--- config.mk ---
export PLATFORM = sky130hd
export DESIGN_NAME = sat_counter
export DESIGN_NICKNAME = d
export VERILOG_FILES = /design/src/rtl/prbs_checker_sat_counter.sv
export SDC_FILE = /design/constraint.sdc
export NUM_CORES = 1
export LEC_CHECK = 0
export ABC_CLOCK_PERIOD_IN_PS = 2050
export CORE_AREA = 5 5 42 44
export CTS_CLUSTER_DIAMETER = 200
export DETAILED_ROUTE_END_ITERATION = 7
export DIE_AREA = 0 0 47 49
export GPL_TIMING_DRIVEN = 0
export SYNTH_ARGS = -nofsm -noshare
export SYNTH_HDL_FRONTEND = slang
export SYNTH_SLANG_ARGS = --single-unit
--- constraint.sdc ---
create_clock -name clk -period 2.05 [get_ports clk]
set_clock_uncertainty 0.05 [all_clocks]
set_input_delay 0.41 -clock clk [delete_from_list [all_inputs] [get_ports clk]]
set_output_delay 0.41 -clock clk [all_outputs]
set_load 0.03 [all_outputs]
--- src/rtl/prbs_checker_sat_counter.sv ---
// Saturating up-counter with a synchronous clear that wins over increment.
module sat_counter #(
    parameter int CNT_W = 8
) (
    input  logic             clk,
    input  logic             reset,
    input  logic             inc_i,
    input  logic             clr_i,
    output logic [CNT_W-1:0] count_o
);

    localparam logic [CNT_W-1:0] CNT_ONE = CNT_W'(1);
    localparam logic [CNT_W-1:0] CNT_MAX = '1;

    logic [CNT_W-1:0] count_q;
    logic [CNT_W-1:0] count_d;

    // Next count: clear first, otherwise increment until all-ones and hold there
    always_comb begin
        count_d = count_q;
        if (clr_i) begin
            count_d = '0;
        end else if (inc_i && (count_q != CNT_MAX)) begin
            count_d = count_q + CNT_ONE;
        end
    end

    // Count register with synchronous reset
    always_ff @(posedge clk) begin
        if (reset) begin
            count_q <= '0;
        end else begin
            count_q <= count_d;
        end
    end

    assign count_o = count_q;

endmodule

==> results.sh, run 1 <==
export IMPL_synth_top_cell_area_share_pct=36.8
export IMPL_yosysWarningCount=0
export IMPL_numCtsBuffers=3
export IMPL_post_synth_cell_area_avg_sq_um=9.26
export IMPL_critPathMaxFanout=8
export IMPL_design_die_area_sq_mm=0.00230
export IMPL_finalInstanceArea_sq_um=588
export IMPL_root_buffer="sky130_fd_sc_hd__clkbuf_4"
export IMPL_place_gp_congestion=0.718
export IMPL_synth_most_common_cell="sky130_fd_sc_hd__dfxtp_1"
export IMPL_rsz0062_at_grt="false"
export IMPL_synth_nets=52
export IMPL_yosys_cell_types_count=21
export IMPL_period_minus_slack_ns=1.89
export IMPL_critical_path_max_stage_delay_ns=0.72
export IMPL_status="complete, no violations"
export IMPL_timing_rr_end="count_o[6]"
export IMPL_place_hpwl_microns=779
export IMPL_clock_sink_count=8
export IMPL_worst_path_dominant_cell_family="buffers and inverters"
export IMPL_antenna_cells=0
export IMPL_post_synth_main_area_contributors="sky130_fd_sc_hd__dfxtp_1 (37%), sky130_fd_sc_hd__mux2i_1 (9.2%), sky130_fd_sc_hd__a2111oi_4 (6.3%)"
export IMPL_static_leakage_power_nw=0.214
export IMPL_synth_edff_count=0
export IMPL_cts_repair_resized=0
export IMPL_achievable_frequency_mhz=530
export IMPL_synthCells=47
export IMPL_critPathSlowestCell="sky130_fd_sc_hd__clkdlybuf4s50_1"
export IMPL_htreeDepth=1
export IMPL_timing_max_slew_rel_slack_pct=70.8
export IMPL_worst_hold_path_type="flop to flop"
export IMPL_cellPowerDensity_mw_per_mm2=515
export IMPL_r2r_start="count_o[0]"
export IMPL_post_drt_via_cell_ratio=5.38
export IMPL_path_clk_slew_ns=0.06
export IMPL_drtAntennaViolNets=0
export IMPL_clock_tree_from_tritoncts="done"
export IMPL_setup_viol=0
export IMPL_synthArstFlopShare_pct=0
export IMPL_remaining_drc_errors=0
export IMPL_layout_drive_gt1_share_pct=9.84
export IMPL_die_x_microns=47
export IMPL_start_util_pct=31.1
export IMPL_maximum_number_of_pins_on_one_net_before_global_route_repair=9
export IMPL_ys_seq_area_share_pct=36.8
export IMPL_startpoint_type="flop"
export IMPL_syn_area_sq_um=435
export IMPL_drt_pass1_iterations=2
export IMPL_regToRegSetupSlack_ns=0.52
export IMPL_drt_initial_drc_count=1
export IMPL_io_pin_count=12
export IMPL_finalCoreUtilization_pct=42.0
export IMPL_final_period_utilization_pct=92.0
export IMPL_worstPathArrival_ns=1.43
export IMPL_worst_slew_pin_transition_ns=0.436
export IMPL_post_synthesis_register_bit_count=8
export IMPL_vias_in_the_first_global_route=422
export IMPL_die_height_microns=49
export IMPL_cp_data_required_time_ns=1.59
export IMPL_cts_hold_buffers_added=0
export IMPL_maxCapViolations=0
export IMPL_ys_flop_type="sky130_fd_sc_hd__dfxtp_1"
export IMPL_ys_top_cells_by_count="sky130_fd_sc_hd__dfxtp_1 (8), sky130_fd_sc_hd__nand2_1 (6), sky130_fd_sc_hd__a21oi_1 (4), sky130_fd_sc_hd__mux2i_1 (4)"
export IMPL_grt_first_pass_wirelength_mm=1.85
export IMPL_vdd_ir_drop_worst_v=0.000212
export IMPL_setup_worst_path_start="count_o[3]"
export IMPL_critPathCapture="count_o[3]"
export IMPL_cts_setup_buffers=0
export IMPL_port_buffers=11
export IMPL_placed_cell_area_sq_um=566
export IMPL_path_cells="clkdlybuf4s50_1"
export IMPL_final_total_negative_setup_slack_ns=0
export IMPL_instance_count_on_the_critical_path=1
export IMPL_routed_wire_length_per_instance_microns=13.9
export IMPL_count_of_final_max_slew_check_failures=0
export IMPL_buffer_and_inverter_count_on_the_worst_path=1
export IMPL_cts_buffer_depth=2
export IMPL_ff2ff_path_depth=4
export IMPL_areaGrowthSynthToFinish_pct=35.1
export IMPL_finalNetCount=68
export IMPL_grt_overflow_total=0
export IMPL_critical_path_class="flop to primary output"
export IMPL_floorplan_rows=14
export IMPL_core_box_area_sq_mm=0.00140
export IMPL_grt_antenna_before_repair=0
export IMPL_vias=414
export IMPL_routed_wl_mm=1.07
export IMPL_synth_largest_area_cell="sky130_fd_sc_hd__dfxtp_1"
export IMPL_groute_usage_overall_pct=11.3
export IMPL_clock_insertion_delay_worst_skew_ns=0.25
export IMPL_number_of_flip_flops_in_the_largest_register=8
export IMPL_hold_violations=0
export IMPL_end_kind="primary output"
[worst min-delay path by stage]
stage | cells past startpoint | slack (ns) | to | from
final | 2 | 0.44 | count_o[1] | count_o[1]
after CTS | 2 | 0.45 | count_o[1] | count_o[1]
after floorplan | 1 | 0.42 | count_o[5] | clr_i
after global placement | 2 | 0.43 | count_o[1] | count_o[1]
after global routing | 2 | 0.50 | count_o[0] | count_o[0]
after detailed placement | 2 | 0.44 | count_o[1] | count_o[1]
[final cells by class]
class	instances	area, sq um
Inverter	1	3.75
Tap cell	16	20.0
Timing Repair Buffer	11	110
Buffer	1	7.51
Fill cell	152	813
Multi-Input combinational cell	37	264
Clock buffer	3	22.5
Sequential cell	8	160
[per-layer routing]
metal  up-vias  track usage [%]  share of wire [%]
met5         -                0                  0
met4         0             6.91               0.94
met3         2             6.27                5.2
met2         8             14.9                 46
met1       195             13.6                 48
li1        209                -                  -
[cells in the final DEF, fill, tap and decap left out]
cell and n:
sky130_fd_sc_hd__a21boi_2 1, sky130_fd_sc_hd__nand4_1 2, sky130_fd_sc_hd__nor2_1 1, sky130_fd_sc_hd__a31oi_1 1, sky130_fd_sc_hd__inv_1 1, sky130_fd_sc_hd__a21boi_1 2, sky130_fd_sc_hd__nand3_1 2, sky130_fd_sc_hd__dfxtp_1 8
sky130_fd_sc_hd__clkbuf_4 3, sky130_fd_sc_hd__or4_1 1, sky130_fd_sc_hd__a21oi_1 4, sky130_fd_sc_hd__ha_1 1, sky130_fd_sc_hd__nand2_1 6, sky130_fd_sc_hd__a2111oi_4 1, sky130_fd_sc_hd__clkdlybuf4s50_1 11, sky130_fd_sc_hd__or3_1 3
sky130_fd_sc_hd__and4_1 2, sky130_fd_sc_hd__buf_4 1, sky130_fd_sc_hd__o21ai_0 1, sky130_fd_sc_hd__and3_1 3, sky130_fd_sc_hd__nor4_1 1, sky130_fd_sc_hd__and3b_1 1, sky130_fd_sc_hd__mux2i_1 4
[metrics by stage]
step	power [W]	cells	setup WS [ns]	hold WS [ns]
final	0.000303	77	0.165	0.443
after global routing	0.000325	77	0.100	0.498
after CTS	0.000309	77	0.161	0.448
after detailed placement	0.000186	74	0.145	0.439
after global placement	0.000186	74	0.184	0.427
after floorplan	0.000172	47	0.414	0.424
[report_power, final]
| group | switching [W] | internal, W | total, W |
|---|---|---|---|
| Sequential | 0.00000150 | 0.000157 | 0.000158 |
| Combinational | 0.0000129 | 0.0000113 | 0.0000242 |
| Clock | 0.0000532 | 0.0000670 | 0.000120 |
[logic make-up after synthesis]
family                     share of synthesized area [%]
and+or+nand+nor                                     29.0
AOI/OAI and AO/OA                                   19.5
DFF                                                 36.8
muxes                                               9.20
buffers and inverters                               2.59
adders and majority gates                           2.87
Power figures use the tool's default switching activity.
==> run 2: changes to the inputs <==
--- a/config.mk
+++ b/config.mk
@@ -10,6 +10,7 @@
 export CTS_CLUSTER_DIAMETER = 200
 export DETAILED_ROUTE_END_ITERATION = 7
 export DIE_AREA = 0 0 47 49
+export DONT_BUFFER_PORTS = 1
 export GPL_TIMING_DRIVEN = 0
 export SYNTH_ARGS = -nofsm -noshare
 export SYNTH_HDL_FRONTEND = slang
==> run 2 against run 1 <==
  * Sequential cell count is the same
  * Fmax increased by 6.5%
  * Critical path depth increased by 3
  * Clock-buffer cell count stayed put
  * Register-to-register slack lost 0.24 ns
  * Die area unchanged
  * Sequential share of layout area grew 6.3 points
  * Global-route usage is 0.58 points lower
  * Critical endpoint is now count_o[6]
  * Largest power group unchanged
==> results.sh, run 2 (synthesis results as in run 1) <==
export IMPL_cp_data_required_time_ns=2.15
export IMPL_clock_tree_from_tritoncts="done"
export IMPL_worst_hold_path_type="input pin to flop"
export IMPL_remaining_drc_errors=0
export IMPL_final_period_utilization_pct=86.4
export IMPL_numCtsBuffers=3
export IMPL_r2r_start="count_o[0]"
export IMPL_mostFrequentLayoutCell="sky130_fd_sc_hd__dfxtp_1"
export IMPL_finalCoreUtilization_pct=34.1
export IMPL_end_kind="flop"
export IMPL_critPathMaxFanout=5
export IMPL_worstPathArrival_ns=1.87
export IMPL_critical_path_class="flop to flop"
export IMPL_cellPowerDensity_mw_per_mm2=608
export IMPL_rsz0062_at_grt="false"
export IMPL_path_clk_slew_ns=0.05
export IMPL_vias_in_the_first_global_route=381
export IMPL_drt_initial_drc_count=3
export IMPL_status="complete, no violations"
export IMPL_grt_antenna_before_repair=0
export IMPL_setup_viol=0
export IMPL_finalNetCount=57
export IMPL_cts_buffer_depth=2
export IMPL_post_drt_via_cell_ratio=5.45
export IMPL_start_util_pct=31.1
export IMPL_startpoint_type="flop"
export IMPL_worst_slew_pin_transition_ns=0.519
export IMPL_die_height_microns=49
export IMPL_number_of_flip_flops_in_the_largest_register=8
export IMPL_grt_overflow_total=0
export IMPL_routed_wl_microns=914
export IMPL_setup_worst_path_start="count_o[0]"
export IMPL_root_buffer="sky130_fd_sc_hd__clkbuf_4"
export IMPL_groute_usage_overall_pct=10.7
export IMPL_die_x_microns=47
export IMPL_htreeDepth=1
export IMPL_count_of_final_max_slew_check_failures=0
export IMPL_period_minus_slack_ns=1.77
export IMPL_holdWs_ns=0.161
export IMPL_regToRegSetupSlack_ns=0.28
export IMPL_routed_wire_length_per_instance_microns=13.8
export IMPL_place_gp_congestion=0.746
export IMPL_vias=360
export IMPL_cts_hold_buffers_added=0
export IMPL_cts_repair_resized=0
export IMPL_antenna_cells=0
export IMPL_clock_insertion_delay_worst_skew_ns=0.26
export IMPL_hp_start="clr_i"
export IMPL_ff2ff_path_depth=4
export IMPL_layout_drive_gt1_share_pct=12.0
export IMPL_core_box_area_sq_mm=0.00140
export IMPL_grt_first_pass_wirelength_mm=1.73
export IMPL_maximum_number_of_pins_on_one_net_before_global_route_repair=9
export IMPL_cts_setup_buffers=0
export IMPL_fill_cells=159
export IMPL_port_buffers=0
export IMPL_achievable_frequency_mhz=565
export IMPL_static_leakage_power_nw=0.175
export IMPL_vdd_ir_drop_worst_v=0.000279
export IMPL_design_die_area_sq_mm=0.00230
export IMPL_areaGrowthSynthToFinish_pct=9.77
export IMPL_drtAntennaViolNets=0
export IMPL_drt_pass1_iterations=2
export IMPL_critPathCapture="count_o[6]"
export IMPL_clock_sink_count=8
export IMPL_floorplan_rows=14
export IMPL_layout_cells_most_common_list="sky130_fd_sc_hd__dfxtp_1 (8), sky130_fd_sc_hd__nand2_1 (6), sky130_fd_sc_hd__mux2i_1 (4), sky130_fd_sc_hd__a21oi_1 (4)"
export IMPL_hold_violations=0
export IMPL_timing_rr_end="count_o[6]"
export IMPL_maxCapViolations=0
export IMPL_timing_max_slew_rel_slack_pct=65.3
export IMPL_io_pin_count=12
export IMPL_final_total_negative_setup_slack_ns=0
-- run 2: cell types whose count changed in the layout (fill, tap and decap cells not counted) --
cell | before | now
sky130_fd_sc_hd__clkdlybuf4s50_1 | 11 | 0
-- run 2: worst min path at each step --
stage,to,slack (ns),cells past startpoint
2_1_floorplan,count_o[5],0.42,1
3_3_place_gp,count_o[5],0.43,1
3_5_place_dp,count_o[5],0.43,1
4_1_cts,count_o[5],0.15,1
5_1_grt,count_o[5],0.13,1
6_report,count_o[5],0.16,1
-- run 2: stage by stage --
step	setup slack, ns	cells	power (W)	instance area (sq um)
2_1_floorplan	0.414	47	0.000172	435
3_3_place_gp	0.326	63	0.000173	455
3_5_place_dp	0.295	63	0.000173	455
4_1_cts	0.291	66	0.000297	478
5_1_grt	0.0991	66	0.000316	478
6_report	0.279	66	0.000291	478
-- run 2: worst max-delay path, cell delays in order, from the launching register on --
cell and delay, ns:
sky130_fd_sc_hd__dfxtp_1 0.56, sky130_fd_sc_hd__ha_1 0.30, sky130_fd_sc_hd__nand3_1 0.14, sky130_fd_sc_hd__or4_1 0.42, sky130_fd_sc_hd__and3_1 0.19
-- run 2: metal layers --
metal  routed length (microns)  track usage [%]
met1                       408             12.2
met2                       385             12.9
met3                        95             8.12
met4                        24             7.83
met5                         0                0
-- run 2: where the power goes --
part	internal [W]	total (W)	switching, W
logic	0.00000423	0.00000838	0.00000416
registers	0.000157	0.000161	0.00000433
clock network	0.0000670	0.000121	0.0000538
total	0.000228	0.000291	0.0000623
-- run 2: cell type report --
class | instances | area, sq um | area share, %
plain buffers | 1 | 7.51 | 1.57
clock buffers | 3 | 22.5 | 4.71
inverters | 1 | 3.75 | 0.785
multi-input cells | 37 | 264 | 55.2
flip-flops and latches | 8 | 160 | 33.5
well taps | 16 | 20.0 | 4.19
